### src/rtl/pipo_reg.sv
`default_nettype none
// ============================================================================
// Module   : pipo_reg
// Purpose  : Parallel-in, parallel-out storage register. Built as a row of
//            identical D flip-flop cells, each with true and complemented
//            outputs, sharing one clock and one synchronous reset.
// Revision : 1.0 - initial release
// ============================================================================
module pipo_reg #(
  parameter int               WIDTH   = 4,
  parameter logic [WIDTH-1:0] RST_VAL = '0
) (
  input  logic             clk,
  input  logic             rst,
  input  logic [WIDTH-1:0] din,
  output logic [WIDTH-1:0] q,
  output logic [WIDTH-1:0] qbar
);

  // One independent flip-flop cell per data bit.
  // qbar is derived from the stored bit, never from din, so q and qbar
  // can never disagree.
  genvar gi;
  generate
    for (gi = 0; gi < WIDTH; gi++) begin : g_bit
      logic r_q;

      // Capture this bit's data each rising edge; reset forces its RST_VAL bit.
      always_ff @(posedge clk) begin
        if (rst) begin
          r_q <= RST_VAL[gi];
        end else begin
          r_q <= din[gi];
        end
      end

      assign q[gi]    = r_q;
      assign qbar[gi] = ~r_q;
    end
  endgenerate

endmodule
`default_nettype wire

### config.mk
export PLATFORM = sky130hd
export DESIGN_NAME = pipo_reg
export DESIGN_NICKNAME = d
export VERILOG_FILES = /design/src/rtl/pipo_reg.sv
export SDC_FILE = /design/constraint.sdc
export NUM_CORES = 1
export LEC_CHECK = 0
export CAP_MARGIN = 20
export CORE_AREA = 2 2 39 41
export CTS_BUF_LIST = sky130_fd_sc_hd__clkbuf_4
export DETAILED_ROUTE_END_ITERATION = 10
export DIE_AREA = 0 0 41 43
export MAX_ROUTING_LAYER = met4
export SLEW_MARGIN = 20
export SYNTH_ARGS = -nofsm -noshare
export SYNTH_HDL_FRONTEND = slang
export SYNTH_SLANG_ARGS = --single-unit
### constraint.sdc
create_clock -name clk -period 0.9 [get_ports clk]
set_input_delay 0.18 -clock clk [delete_from_list [all_inputs] [get_ports clk]]
set_output_delay 0.18 -clock clk [all_outputs]
set_load 0.05 [all_outputs]
## After elaboration in Yosys (flattened, before gate mapping)

Cells that the tools add are included.

| word-level totals | value |
|---|---|
| register bits after elaboration | 4 |
| logic and storage cells | 8 |
| output and inout bits | 8 |
| input bits | 6 |

| operators by class | value |
|---|---|
| bitwise logic cells | 4 |

Operators by type and width:

| operator | number |
|---|---|
| 1-bit NOT | 4 |

## Longest topological paths before layout

Gate-level depths: netlist (run 1).

| logic depth | value |
|---|---|
| depth after elaboration | 1 |
| gate-level depth with buffers | 1 |
| gate-level depth less buffers | 1 |

## Worst setup path after synthesis (run 1)

OpenSTA, ideal clock, no wires.

| timing path | value |
|---|---|
| kind | register to output |
| from | register g_bit[0].r_q |
| to | output port qbar[0] |
| stages on the path, launching flop included | 2 |
| slack | 0.126 ns |
| data arrival time | 0.594 ns |
| required time | 0.720 ns |
| buffers on the path | 0 |
| cells stage by stage | dfxtp_1 > inv_1 |

| between the ends | value |
|---|---|
| cells in the longest elaborated chain, start to end | 1 |

Ends and longest elaborated chain:

| item | line | RTL |
|---|---|---|
| start, declared | 26 | `logic r_q;` |
| start signal, assigned | 31 | `r_q <= RST_VAL[gi];` |
| start signal, assigned | 33 | `r_q <= din[gi];` |
| 1-bit NOT | 38 | `assign qbar[gi] = ~r_q;` |
| end, declared | 17 | `output logic [WIDTH-1:0] qbar` |

Every way passes these cells.

## Worst setup path in the final report (run 1)

| timing path | value |
|---|---|
| from | register g_bit[2].r_q |
| to | output port qbar[2] |

| between the ends | value |
|---|---|
| cells in the longest elaborated chain, start to end | 1 |

Ends and longest elaborated chain:

| item | line |
|---|---|
| start, declared | 26 |
| start signal, assigned | 31 |
| start signal, assigned | 33 |
| 1-bit NOT | 38 |

Every way passes these cells.

==> results.tsv, run 1 <==
stage	metric	value	unit
clock_network	htree_levels	1	
sta	fin_ws	-52.86	ps
layout	final_cell_mix	buf_12, clkdlybuf4s50_1, inv_2, nor2b_1	
sta	maxSlewHeadroom	91.85	%
floorplanning	die_h	43	um
worst_setup_path	critPathMaxFanout	2	
yosys	avgSynthCellArea	9.384	um^2
yosys	synth_fa_ha_area_share	0	%
run_status	status	finished with violations	
sta	setup_viol	6	
clock_network	ctsResizeCount	9	
floorplanning	dieArea	0.001763	mm^2
layout	final_cells	44	
layout	area_delta_synth_final	153.3	%
floorplanning	start_util	10.85	%
floorplanning	fp.dieW	41	um
layout	reg_top3	g_bit.r_q (4)	
floorplanning	ioPinCount	14	
yosys	synth-compound-area-share	0	%
yosys	synth-seq-cells	4	
yosys	synth_mux_area_share	0	%
yosys	yosysSeqAreaShare	53.33	%
floorplanning	rows	14	
layout	largest_reg_flops	4	
global_route	grt_pass1_vias	116	
yosys	syn_inst	16	
yosys	synth_cell_types	4	
sta	whs	495.9	ps
worst_setup_path	cp-end-kind	output pin	
global_route	globalRouteOverflowTotal	0	
worst_setup_path	critPathKind	reg -> out	
power_and_ir_drop	leakage	0.1616	nW
place	place_inst	41	
worst_setup_path	cp.arrival	770	ps
sta	rsz0062_at_grt	yes	
floorplanning	core-area	0.001384	mm^2
sta	final.setup.tns	-198.8	ps
clock_network	ctsLongestPathBuffers	2	
clock_network	cts_tree	yes	
power_and_ir_drop	peakVddDrop	0.0004852	V
yosys	synth_top_family_by_area	buffers and inverters	
worst_setup_path	start_kind	flip-flop	
drt	drt.antenna.violating_nets	0	
yosys	yosys.area_share.simple	16.67	%
drt	routedWlPerCell	6.045	um
sta	tightestPinTransition	121.8	ps
job	maxCapViolations	0	
drt	vias_per_cell	2.795	
drt	vias	123	
yosys	syn_nets	22	
drt	drc	0	
sta	fmax	1049	MHz
layout	max_flop_register	g_bit.r_q	
sta	finalCritPeriodShare	105.9	%
place	placed_area	350.3	um^2
drt	firstDrtPassIters	1	
drt	drtIter0Drc	0	
sta	period_needed	952.9	ps
layout	layout_commonest_cell	buf_12	
clock_network	root_buffer	clkbuf_4	
global_route	grt_first_pass_wirelength	414	um
sta	hold_violations	0	
clock_network	postCtsSetupBuffers	0	
layout	final_area	380.4	um^2
clock_network	cts_hold_buf	0	
run_status	violations	setup timing	
clock_network	cts.sinks	4	
sta	drv_slew	0	
power_and_ir_drop	p_per_area	1569	mW/mm^2
layout	fin_util	27.49	%
min_path	hp-class	in -> reg	
global_route	grt_use_total	4.424	%
global_route	grt_max_degree	5	
yosys	synth_top_area_share	53.33	%
yosys	synth_xor_area_share	0	%
clock_network	cts_buffers	3	
place	gp_congestion	0.5119	
place	io_buffers	13	
yosys	synth_warnings	0	
yosys	synth_area_leader_cell	dfxtp_1	
layout	final_nets	36	
clock_network	path_clk_slew	40	ps
worst_setup_path	critPathRequiredTime	720	ps
yosys	syn_area	150.1	um^2
layout	nFillCells	150	
global_route	antenna_found_initial	0	
drt	finalWirelength	266	um
yosys	synth.area.top_cells	dfxtp_1, buf_4, nor2b_1, inv_1	
layout	layout-drive-gt1-share	67.86	%
layout	diodes	0	
layer usage:
metal	track usage (%)	share of wire [%]
met2	5.000	52
met4	8.000	0
met3	1.571	14
met1	3.859	33
met5	-	0
cells by family after synthesis:
family | Yosys count
buffers and inverters | 8
flip-flops | 4
AND/OR/NAND/NOR | 4
worst paths after layout:
check / endpoint / startpoint / cells after the start / slack [ps]
min: g_bit[0].r_q / din[0] / 2 / 500
max: qbar[2] / g_bit[2].r_q / 2 / -50
metrics by stage:
stage | power [W] | worst slack, ps
after floorplan | 0.0002850 | 125.8
after global placement | 0.0003809 | 33.51
after detailed placement | 0.0003819 | 23.17
after CTS | 0.0006177 | -72.08
after global routing | 0.0006312 | -79.36
final | 0.0005968 | -52.86
synthesized netlist by cell type:
| cell | instances |
|---|---|
| nor2b_1 | 4 |
| inv_1 | 4 |
| buf_4 | 4 |
| dfxtp_1 | 4 |
critical path, cell delays in order, from the launching register on:
cell	delay, ps
dfxtp_2	350
inv_2	50
buf_12	140
layout make-up:
class / instances / area [um^2] / area share, %
Timing Repair Buffer: 13 / 210.2 / 55.26
Multi-Input combinational cell: 4 / 25.02 / 6.579
Clock buffer: 3 / 22.52 / 5.921
Tap cell: 16 / 20.02 / 5.263
Inverter: 4 / 15.01 / 3.947
Sequential cell: 4 / 87.58 / 23.03
where the power goes:
| part | internal, W | switching, W | leakage [nW] |
|---|---|---|---|
| combinational | 0.0000951 | 0.0000850 | 0.113 |
| sequential | 0.000189 | 0.0000119 | 0.0347 |
| clock | 0.000149 | 0.0000675 | 0.0138 |
Note: power is estimated with default switching activity, not from simulation.
==> inputs of run 2 (changes only) <==
--- a/config.mk
+++ b/config.mk
@@ -11,6 +11,7 @@
 export DETAILED_ROUTE_END_ITERATION = 10
 export DIE_AREA = 0 0 41 43
 export MAX_ROUTING_LAYER = met4
+export SKIP_LAST_GASP = 1
 export SLEW_MARGIN = 20
 export SYNTH_ARGS = -nofsm -noshare
 export SYNTH_HDL_FRONTEND = slang
==> results of run 2 <==
The final DEF is identical to that of run 1; final timing and power are the same.
